### src/rtl/mcyc_pkg.sv
// ============================================================================
// Module  : mcyc_pkg
// Brief   : Shared state, opcode, function, ALU and mux-select codes for the
//           multi-cycle MIPS32 control unit.
// Revision: 1.0 - initial release
// ============================================================================
`default_nettype none

package mcyc_pkg;

    typedef logic [3:0] state_t;

    localparam state_t c_st_fetch    = 4'd0;
    localparam state_t c_st_decode   = 4'd1;
    localparam state_t c_st_mem_addr = 4'd2;
    localparam state_t c_st_mem_rd   = 4'd3;
    localparam state_t c_st_mem_wb   = 4'd4;
    localparam state_t c_st_mem_wr   = 4'd5;
    localparam state_t c_st_exec_r   = 4'd6;
    localparam state_t c_st_r_wb     = 4'd7;
    localparam state_t c_st_branch   = 4'd8;
    localparam state_t c_st_jump     = 4'd9;
    localparam state_t c_st_exec_i   = 4'd10;
    localparam state_t c_st_i_wb     = 4'd11;
    localparam state_t c_st_illegal  = 4'd12;
    localparam state_t c_st_trap     = 4'd13;

    localparam logic [5:0] c_op_rtype = 6'h00;
    localparam logic [5:0] c_op_j     = 6'h02;
    localparam logic [5:0] c_op_beq   = 6'h04;
    localparam logic [5:0] c_op_bne   = 6'h05;
    localparam logic [5:0] c_op_addi  = 6'h08;
    localparam logic [5:0] c_op_andi  = 6'h0C;
    localparam logic [5:0] c_op_ori   = 6'h0D;
    localparam logic [5:0] c_op_lw    = 6'h23;
    localparam logic [5:0] c_op_sw    = 6'h2B;

    localparam logic [5:0] c_fn_sll = 6'h00;
    localparam logic [5:0] c_fn_srl = 6'h02;
    localparam logic [5:0] c_fn_jr  = 6'h08;
    localparam logic [5:0] c_fn_add = 6'h20;
    localparam logic [5:0] c_fn_sub = 6'h22;
    localparam logic [5:0] c_fn_and = 6'h24;
    localparam logic [5:0] c_fn_or  = 6'h25;
    localparam logic [5:0] c_fn_nor = 6'h27;
    localparam logic [5:0] c_fn_slt = 6'h2A;

    localparam logic [3:0] c_alu_and = 4'd0;
    localparam logic [3:0] c_alu_or  = 4'd1;
    localparam logic [3:0] c_alu_add = 4'd2;
    localparam logic [3:0] c_alu_sll = 4'd3;
    localparam logic [3:0] c_alu_srl = 4'd4;
    localparam logic [3:0] c_alu_sub = 4'd6;
    localparam logic [3:0] c_alu_slt = 4'd7;
    localparam logic [3:0] c_alu_nor = 4'd12;

    localparam logic [2:0] c_srcb_regb     = 3'd0;
    localparam logic [2:0] c_srcb_shamt    = 3'd1;
    localparam logic [2:0] c_srcb_sext     = 3'd2;
    localparam logic [2:0] c_srcb_sext_sh2 = 3'd3;
    localparam logic [2:0] c_srcb_four     = 3'd4;
    localparam logic [2:0] c_srcb_zext     = 3'd5;

    localparam logic [2:0] c_pc_alu    = 3'd0;
    localparam logic [2:0] c_pc_aluout = 3'd1;
    localparam logic [2:0] c_pc_jump   = 3'd2;
    localparam logic [2:0] c_pc_rega   = 3'd3;

    function automatic logic is_mem_state(input state_t s);
        return (s == c_st_fetch) || (s == c_st_mem_rd) || (s == c_st_mem_wr);
    endfunction

endpackage

`default_nettype wire

### src/rtl/mcyc_wait_timer.sv
// ============================================================================
// Module  : mcyc_wait_timer
// Brief   : Counts memory wait cycles and flags a timeout once WAIT_TIMEOUT
//           cycles have elapsed; WAIT_TIMEOUT = 0 disables the timeout.
// Revision: 1.0 - initial release
// ============================================================================
`default_nettype none

module mcyc_wait_timer #(
    parameter int WAIT_TIMEOUT = 0
) (
    input  logic clk,
    input  logic rst_n,
    input  logic i_wait,
    input  logic i_clear,
    output logic o_timeout
);

    localparam int c_cnt_w = (WAIT_TIMEOUT > 0) ? $clog2(WAIT_TIMEOUT + 1) : 1;

    logic [c_cnt_w-1:0] r_cnt;

    always_ff @(posedge clk or negedge rst_n) begin
        if (!rst_n) begin
            r_cnt <= '0;
        end else if (i_clear) begin
            r_cnt <= '0;
        end else if (i_wait) begin
            r_cnt <= r_cnt + c_cnt_w'(1);
        end
    end

    // r_cnt holds completed wait cycles, so the timeout lands on the cycle after the limit.
    generate
        if (WAIT_TIMEOUT > 0) begin : g_timeout_on
            assign o_timeout = i_wait && (r_cnt == c_cnt_w'(WAIT_TIMEOUT));
        end else begin : g_timeout_off
            assign o_timeout = 1'b0;
        end
    endgenerate

endmodule

`default_nettype wire

### src/rtl/mcyc_ctrl_fsm.sv
// ============================================================================
// Module  : mcyc_ctrl_fsm
// Brief   : Multi-cycle MIPS32 control FSM with memory ready handshake,
//           optional wait timeout and retired-instruction counter.
//           Build option: MCYC_ILLEGAL_TRAP_EN enables the illegal-opcode trap.
// Revision: 1.0 - initial release
// ============================================================================
`default_nettype none

module mcyc_ctrl_fsm
    import mcyc_pkg::*;
#(
    parameter int ALUOP_W      = 4,
    parameter int SRCB_W       = 3,
    parameter int PCSRC_W      = 3,
    parameter int WAIT_TIMEOUT = 0,
    parameter int CNT_W        = 32
) (
    input  logic               MAX10_CLK1_50,
    input  logic               nrst,
    input  logic [5:0]         op,
    input  logic [5:0]         func,
    input  logic               zero,
    input  logic               mem_ready,
    output logic               mem_req,
    output logic               mem_we,
    output logic               iord,
    output logic               ir_we,
    output logic               mdr_we,
    output logic               rega_we,
    output logic               regb_we,
    output logic               alu_result_we,
    output logic               alu_src_a,
    output logic [SRCB_W-1:0]  alu_src_b,
    output logic [ALUOP_W-1:0] aluop,
    output logic               reg_dst,
    output logic               mem_to_reg,
    output logic               reg_write,
    output logic [PCSRC_W-1:0] pc_src,
    output logic               pc_write,
    output logic               bus_err,
    output logic [CNT_W-1:0]   instr_count,
    output logic               trap
);

    state_t           r_state;
    state_t           w_next_state;
    logic             w_retire;
    logic             w_wait;
    logic             w_clear;
    logic             w_timeout;
    logic [CNT_W-1:0] r_instr_count;

    assign w_wait  = is_mem_state(r_state) && !mem_ready;
    // A timeout out of FETCH re-enters FETCH, so it must clear the counter too.
    assign w_clear = (w_next_state != r_state) || w_timeout;

    mcyc_wait_timer #(
        .WAIT_TIMEOUT(WAIT_TIMEOUT)
    ) u_wait_timer (
        .clk      (MAX10_CLK1_50),
        .rst_n    (nrst),
        .i_wait   (w_wait),
        .i_clear  (w_clear),
        .o_timeout(w_timeout)
    );

    always_comb begin
        mem_req       = 1'b0;
        mem_we        = 1'b0;
        iord          = 1'b0;
        ir_we         = 1'b0;
        mdr_we        = 1'b0;
        rega_we       = 1'b0;
        regb_we       = 1'b0;
        alu_result_we = 1'b0;
        alu_src_a     = 1'b0;
        alu_src_b     = '0;
        aluop         = '0;
        reg_dst       = 1'b0;
        mem_to_reg    = 1'b0;
        reg_write     = 1'b0;
        pc_src        = '0;
        pc_write      = 1'b0;
        bus_err       = 1'b0;
        trap          = 1'b0;
        w_retire      = 1'b0;
        w_next_state  = r_state;
        if (nrst) begin
            case (r_state)
                c_st_fetch: begin
                    mem_req = 1'b1;
                    if (mem_ready) begin
                        ir_we        = 1'b1;
                        alu_src_b    = SRCB_W'(c_srcb_four);
                        aluop        = ALUOP_W'(c_alu_add);
                        pc_src       = PCSRC_W'(c_pc_alu);
                        pc_write     = 1'b1;
                        w_next_state = c_st_decode;
                    end else if (w_timeout) begin
                        bus_err = 1'b1;
                    end
                end
                c_st_decode: begin
                    rega_we       = 1'b1;
                    regb_we       = 1'b1;
                    alu_src_b     = SRCB_W'(c_srcb_sext_sh2);
                    aluop         = ALUOP_W'(c_alu_add);
                    alu_result_we = 1'b1;
                    case (op)
                        c_op_lw, c_op_sw:               w_next_state = c_st_mem_addr;
                        c_op_rtype:                     w_next_state = c_st_exec_r;
                        c_op_beq, c_op_bne:             w_next_state = c_st_branch;
                        c_op_j:                         w_next_state = c_st_jump;
                        c_op_addi, c_op_andi, c_op_ori: w_next_state = c_st_exec_i;
                        default:                        w_next_state = c_st_illegal;
                    endcase
                end
                c_st_mem_addr: begin
                    alu_src_a     = 1'b1;
                    alu_src_b     = SRCB_W'(c_srcb_sext);
                    aluop         = ALUOP_W'(c_alu_add);
                    alu_result_we = 1'b1;
                    w_next_state  = (op == c_op_lw) ? c_st_mem_rd : c_st_mem_wr;
                end
                c_st_mem_rd: begin
                    mem_req = 1'b1;
                    iord    = 1'b1;
                    if (mem_ready) begin
                        mdr_we       = 1'b1;
                        w_next_state = c_st_mem_wb;
                    end else if (w_timeout) begin
                        bus_err      = 1'b1;
                        w_next_state = c_st_fetch;
                    end
                end
                c_st_mem_wb: begin
                    mem_to_reg   = 1'b1;
                    reg_write    = 1'b1;
                    w_retire     = 1'b1;
                    w_next_state = c_st_fetch;
                end
                c_st_mem_wr: begin
                    mem_req = 1'b1;
                    mem_we  = 1'b1;
                    iord    = 1'b1;
                    if (mem_ready) begin
                        w_retire     = 1'b1;
                        w_next_state = c_st_fetch;
                    end else if (w_timeout) begin
                        bus_err      = 1'b1;
                        w_next_state = c_st_fetch;
                    end
                end
                c_st_exec_r: begin
                    if (func == c_fn_jr) begin
                        pc_src       = PCSRC_W'(c_pc_rega);
                        pc_write     = 1'b1;
                        w_retire     = 1'b1;
                        w_next_state = c_st_fetch;
                    end else begin
                        alu_src_a     = 1'b1;
                        alu_result_we = 1'b1;
                        w_next_state  = c_st_r_wb;
                        case (func)
                            c_fn_sll: begin
                                alu_src_b = SRCB_W'(c_srcb_shamt);
                                aluop     = ALUOP_W'(c_alu_sll);
                            end
                            c_fn_srl: begin
                                alu_src_b = SRCB_W'(c_srcb_shamt);
                                aluop     = ALUOP_W'(c_alu_srl);
                            end
                            c_fn_sub: aluop = ALUOP_W'(c_alu_sub);
                            c_fn_and: aluop = ALUOP_W'(c_alu_and);
                            c_fn_or:  aluop = ALUOP_W'(c_alu_or);
                            c_fn_slt: aluop = ALUOP_W'(c_alu_slt);
                            c_fn_nor: aluop = ALUOP_W'(c_alu_nor);
                            default:  aluop = ALUOP_W'(c_alu_add);
                        endcase
                    end
                end
                c_st_r_wb: begin
                    reg_dst      = 1'b1;
                    reg_write    = 1'b1;
                    w_retire     = 1'b1;
                    w_next_state = c_st_fetch;
                end
                c_st_branch: begin
                    alu_src_a    = 1'b1;
                    alu_src_b    = SRCB_W'(c_srcb_regb);
                    aluop        = ALUOP_W'(c_alu_sub);
                    pc_src       = PCSRC_W'(c_pc_aluout);
                    pc_write     = (op == c_op_bne) ? !zero : zero;
                    w_retire     = 1'b1;
                    w_next_state = c_st_fetch;
                end
                c_st_jump: begin
                    pc_src       = PCSRC_W'(c_pc_jump);
                    pc_write     = 1'b1;
                    w_retire     = 1'b1;
                    w_next_state = c_st_fetch;
                end
                c_st_exec_i: begin
                    alu_src_a     = 1'b1;
                    alu_result_we = 1'b1;
                    w_next_state  = c_st_i_wb;
                    case (op)
                        c_op_addi: begin
                            alu_src_b = SRCB_W'(c_srcb_sext);
                            aluop     = ALUOP_W'(c_alu_add);
                        end
                        c_op_andi: begin
                            alu_src_b = SRCB_W'(c_srcb_zext);
                            aluop     = ALUOP_W'(c_alu_and);
                        end
                        default: begin
                            alu_src_b = SRCB_W'(c_srcb_zext);
                            aluop     = ALUOP_W'(c_alu_or);
                        end
                    endcase
                end
                c_st_i_wb: begin
                    reg_write    = 1'b1;
                    w_retire     = 1'b1;
                    w_next_state = c_st_fetch;
                end
                c_st_illegal: begin
`ifdef MCYC_ILLEGAL_TRAP_EN
                    w_next_state = c_st_trap;
`else
                    w_retire     = 1'b1;
                    w_next_state = c_st_fetch;
`endif
                end
`ifdef MCYC_ILLEGAL_TRAP_EN
                c_st_trap: begin
                    trap = 1'b1;
                end
`endif
                default: begin
                    w_next_state = c_st_fetch;
                end
            endcase
        end
    end

    always_ff @(posedge MAX10_CLK1_50 or negedge nrst) begin
        if (!nrst) begin
            r_state       <= c_st_fetch;
            r_instr_count <= '0;
        end else begin
            r_state <= w_next_state;
            if (w_retire) begin
                r_instr_count <= r_instr_count + CNT_W'(1);
            end
        end
    end

    assign instr_count = r_instr_count;

endmodule

`default_nettype wire
### config.mk
export PLATFORM = sky130hd
export DESIGN_NAME = mcyc_ctrl_fsm
export DESIGN_NICKNAME = d
export VERILOG_FILES = /design/src/rtl/mcyc_pkg.sv /design/src/rtl/mcyc_wait_timer.sv /design/src/rtl/mcyc_ctrl_fsm.sv
export SDC_FILE = /design/constraint.sdc
export NUM_CORES = 1
export LEC_CHECK = 0
export CAP_MARGIN = 20
export CELL_PAD_IN_SITES_DETAIL_PLACEMENT = 1
export CELL_PAD_IN_SITES_GLOBAL_PLACEMENT = 2
export CORE_ASPECT_RATIO = 1.2
export CORE_UTILIZATION = 30
export DETAILED_ROUTE_END_ITERATION = 8
export GPL_ROUTABILITY_DRIVEN = 0
export HOLD_SLACK_MARGIN = 0.06
export PLACE_DENSITY_LB_ADDON = 0.1
export SLEW_MARGIN = 15
export SYNTH_ARGS = -nofsm -noshare
export SYNTH_HDL_FRONTEND = slang
export SYNTH_HIERARCHICAL = 1
export SYNTH_SLANG_ARGS = --single-unit
### constraint.sdc
create_clock -name MAX10_CLK1_50 -period 3.25 [get_ports MAX10_CLK1_50]
set_clock_uncertainty 0.2 [all_clocks]
set_input_delay 0.325 -clock MAX10_CLK1_50 [delete_from_list [all_inputs] [get_ports MAX10_CLK1_50]]
set_output_delay 0.325 -clock MAX10_CLK1_50 [all_outputs]
set_load 0.05 [all_outputs]
; ---- Word level (Yosys, flattened, before mapping)
; Index checks and enable logic that the tools add are counted.
[word_totals]
ff_bits = 36
out_inout_bits = 57
[op_classes]
addsub = 1
eq_ne = 30
muxes = 52
n_reduce_logical = 16
[ops]
columns = operator, n
row1 = 4-bit one-hot mux with 7 select lines, 2
row2 = 6-bit == test (second input constant), 7
row3 = 4-bit one-hot mux with 5 select lines, 2
row4 = 32-bit by 1-bit adder with 32-bit output (second input constant), 1
row5 = 1-bit two-way mux, 28
row6 = 6-bit by 4-bit == test with 1-bit output (second input constant), 4
row7 = 4-bit == test (second input constant), 5
row8 = 4-bit two-way mux, 5
row9 = 4-bit by 3-bit == test with 1-bit output (second input constant), 4
row10 = 3-bit two-way mux, 5
row11 = 3-bit one-hot mux with 5 select lines, 1
row12 = 3-bit OR reduction, 5
row13 = 6-bit by 2-bit == test with 1-bit output (second input constant), 2
row14 = 6-bit by 3-bit == test with 1-bit output (second input constant), 2
row15 = 6-bit zero test, 2
row16 = 2-bit OR reduction, 5
row17 = 4-bit by 2-bit == test with 1-bit output (second input constant), 2
row18 = 2-bit two-way mux, 3
row19 = 2-bit != test (second input constant), 3
row20 = 2-bit one-hot mux with 3 select lines, 1
row21 = 6-bit OR reduction, 1
row22 = 4-bit by 1-bit == test with 1-bit output (second input constant), 1
row23 = 4-bit zero test, 1
row24 = 1-bit one-hot mux with 2 select lines, 2
row25 = 5 further kinds, 5

; ---- Logic depth before layout (Yosys ltp)
[depth]
word_depth = 6
mapped_depth = 7

; ---- By module
; Netlist, hierarchy kept.
[modules_own_cells]
columns = module, n_inst, cells_per_inst, area_per_inst_um2, seq_area_each_um2
row1 = mcyc_ctrl_fsm, 1, 307, 2600.0, 900.9
row2 = mcyc_wait_timer, 1, 2, 11.3, 0.0

; ---- Worst setup path before layout
; OpenSTA, ideal clock, no wires.
[synth_timing]
kind = register to output
from = register r_state[3]
to = output alu_src_b[2]
t_arrival_ns = 2.565
required_time_ns = 2.725
setup_slack_ns = 0.160
path_stages_with_launch = 6
path_buffers = 2
path_cell_list = dfrtp_1 clkbuf_1 clkbuf_1 and3_1 a31oi_1 nor4_1
[synth_via]
elab_chain_cells = 3
[synth_rtl]
columns = element, line_no
row1 = start: declaration, mcyc_ctrl_fsm.sv:46  ; state_t r_state;
row2 = start signal: assignment, mcyc_ctrl_fsm.sv:250  ; r_state <= c_st_fetch;
row3 = start signal: assignment, mcyc_ctrl_fsm.sv:253  ; r_state <= w_next_state;
row4 = 4-bit == test (tied with other cells), mcyc_ctrl_fsm.sv:90  ; case (r_state)
row5 = 3-bit one-hot mux with 5 select lines (*), mcyc_ctrl_fsm.sv:90
row6 = 3-bit two-way mux (*), mcyc_ctrl_fsm.sv:89  ; if (nrst) begin
row7 = end: declaration, mcyc_ctrl_fsm.sv:34  ; output logic [SRCB_W-1:0] alu_src_b,
; Mark *: on every way between the ends. The rest lies on a longest branch, timed or not.

; ---- Worst setup path after layout
[layout_timing]
from = input op[2]
to = output pc_write
[layout_via]
elab_chain_cells = 4
[layout_rtl]
columns = element, line_no
row1 = start: declaration, mcyc_ctrl_fsm.sv:21  ; input logic [5:0] op,
row2 = 6-bit by 3-bit == test with 1-bit output, mcyc_ctrl_fsm.sv:194  ; pc_write = (op == c_op_bne) ? !zero : zero;
row3 = 1-bit two-way mux, mcyc_ctrl_fsm.sv:194
row4 = 1-bit one-hot mux with 4 select lines, mcyc_ctrl_fsm.sv:90
row5 = 1-bit two-way mux, mcyc_ctrl_fsm.sv:89
row6 = end: declaration, mcyc_ctrl_fsm.sv:40  ; output logic pc_write,
; Every way passes these cells.

==> impl_metrics.toml <==
[floorplanning]
core_area_um2 = 8198
std_cell_rows = 36
initial_core_util = 0.3114
io_pins = 73
die_w_um = 86.20
dieHeight_um = 103.0
dieArea_um2 = 8882

[global_route]
grt_pass1_wl_um = 13650
grt_overflow = 0
antenna_found_initial = 0
grt.total_usage = 0.1955
grt_start_max_net_pins = 24
grt_pass1_vias = 2737

[detailed_routing]
viasPerCell = 5.241
drt_iter0_markers = 25
drc_errors = 0
routed_wl_um = 8130
vias = 2584
first_pass_iters = 4
wl_per_cell_um = 16.49
ant_nets = 0

[clocking]
clk_pin_slew_ns = 0.08
cts_sinks = 36
cts-root-buf = "clkbuf_8"
cts_buffers = 5
htree_levels = 2
clk_latency_ns = 0.29
cts_tree = "done"
ctsLongestPathBuffers = 2

[timing]
fmax_mhz = 319.5
whs_ns = 0.2783
final.min_clock_period_ns = 3.130
hold_viol_final = 0
totalNegativeSetupSlack_ns = 0
tightest_slew_ns = 0.6245
final_max_slew_viol_count = 0
rsz0062_at_grt = "no"
finalCritPeriodShare = 0.9630
finalSetupViolCount = 0
relSlewSlack = 0.5804

[setup_path]
end_kind = "primary output"
max_stage_delay_ns = 0.54
cp_max_fo = 2
critPathSlowestCell = "or4b_1"
worstSetupPathType = "in2out"
cp_cell_sequence = "clkdlybuf4s50_1, or3b_2, or4b_1, xnor2_1, a211o_1, and3_1, buf_4"
worst-endpoint-arrival_ns = 2.60
start_kind = "primary input"
worst_ep_required_time_ns = 2.72

[power_and_ir_drop]
power.leakage_nw = 1.477
powerDensity_nw_per_um2 = 631.6
irDropWorstVdd_mv = 0.4373

[cells_and_area]
areaGrowthSynthToFinish_pct = 38.68
drive_gt1_frac = 0.1293
final_util = 0.4318
finish.net_count = 395
multi_input_area_um2 = 1525
num_antenna_cells = 0
fill_cells = 988
regArea_um2 = 900.9
postLayoutCellArea_um2 = 3540
instances_no_fill = 493

[placement]
dp.cells = 484
io_buffers = 69
placed_cell_area_um2 = 3418
dp_hpwl_um = 6189

[job]
drv_cap = 0

[yosys]
postSynthCellCount = 300
avgSynthCellArea_um2 = 8.508
netlist_area_um2 = 2552
ys_warn_count = 6

[status]
status = "completed"

[min_path]
hold_class = "in2async"
## worst max-delay path, delay by kind of cell
| family | cells | cell delay (ns) |
|---|---|---|
| xor+xnor | 1 | 0.17 |
| buf+inv | 2 | 0.66 |
| compound gates | 1 | 0.29 |
| simple gates | 3 | 1.16 |
## metrics by stage
step	total power [W]	setup slack (ns)
final	0.002236	0.1202
after global routing	0.002377	0.02493
after CTS	0.002257	0.1089
after detailed placement	0.001847	0.1253
after global placement	0.001844	0.1479
after floorplan	0.001401	0.1616
## layout by cell type, fill, tap and decap left out, types with 2 or more instances in the layout
| master | instances |
|---|---|
| a211o_1 | 2 |
| a211oi_1 | 4 |
| a21o_1 | 3 |
| a21oi_1 | 16 |
| a31oi_1 | 4 |
| and2_1 | 2 |
| and3_1 | 11 |
| and4_1 | 4 |
| buf_12 | 3 |
| buf_4 | 28 |
| clkbuf_8 | 5 |
| clkdlybuf4s50_1 | 54 |
| clkinv_1 | 2 |
| conb_1 | 3 |
| dfrtp_1 | 36 |
| inv_1 | 7 |
| nand2_1 | 26 |
| nand2b_1 | 2 |
| nand3_1 | 19 |
| nand4_1 | 6 |
| nand4b_1 | 2 |
| nor2_1 | 21 |
| nor2b_1 | 7 |
| nor3_1 | 20 |
| nor4_1 | 10 |
| o211ai_1 | 2 |
| o21ai_0 | 10 |
| o22ai_1 | 3 |
| o31ai_1 | 2 |
| or3_1 | 3 |
| or3b_2 | 2 |
| xnor2_1 | 17 |
| xor2_1 | 16 |
## metal layers
layer,vias up,GRT usage,share of wire
met1,1278,0.2347,0.43
li1,1246,-,-
met5,-,0,0
met4,0,0.06538,0.021
met3,12,0.03042,0.033
met2,48,0.3559,0.52
## registers in the layout, indices dropped and copies added, names as in the netlist
name	flops
instr_count	32
r_state	4
## cell type report
class,instances,share of cell area
clock buffer,5,0.01944
inverter,9,0.009544
sequential,36,0.2545
clock inverter,3,0.01202
tap,114,0.04030
timing repair buffer,87,0.2333
multi-input combinational,239,0.4309
## power breakdown
group | switching (W) | leakage, nW | internal (W)
logic | 0.000792 | 0.942 | 0.000439
registers | 0.000109 | 0.481 | 0.000499
clock network | 0.000169 | 0.0541 | 0.000227
total | 0.00107 | 1.48 | 0.00117
## worst paths after layout
path                                              start                          end  slack [ns]  depth (start not counted)
max in group asynchronous                          nrst  instr_count[30]$_DFFE_PN0P_        1.65                          4
max reg2reg                        r_state[1]$_DFF_PN0_  instr_count[21]$_DFFE_PN0P_        0.62                          7
min                                                nrst  instr_count[20]$_DFFE_PN0P_        0.28                          2
min in group MAX10_CLK1_50  instr_count[31]$_DFFE_PN0P_  instr_count[31]$_DFFE_PN0P_        0.29                          1
min reg2reg                 instr_count[31]$_DFFE_PN0P_  instr_count[31]$_DFFE_PN0P_        0.29                          1
max                                               op[2]                     pc_write        0.12                          7
## repair_timing
action | CTS | global route
endpoints found under the hold margin | 5 | 0
gates resized for setup | 0 | 0
hold buffers | 1 | 0
setup buffers | 0 | 0
endpoints found under the setup margin | 0 | 0
Power figures use the tool's default switching activity.
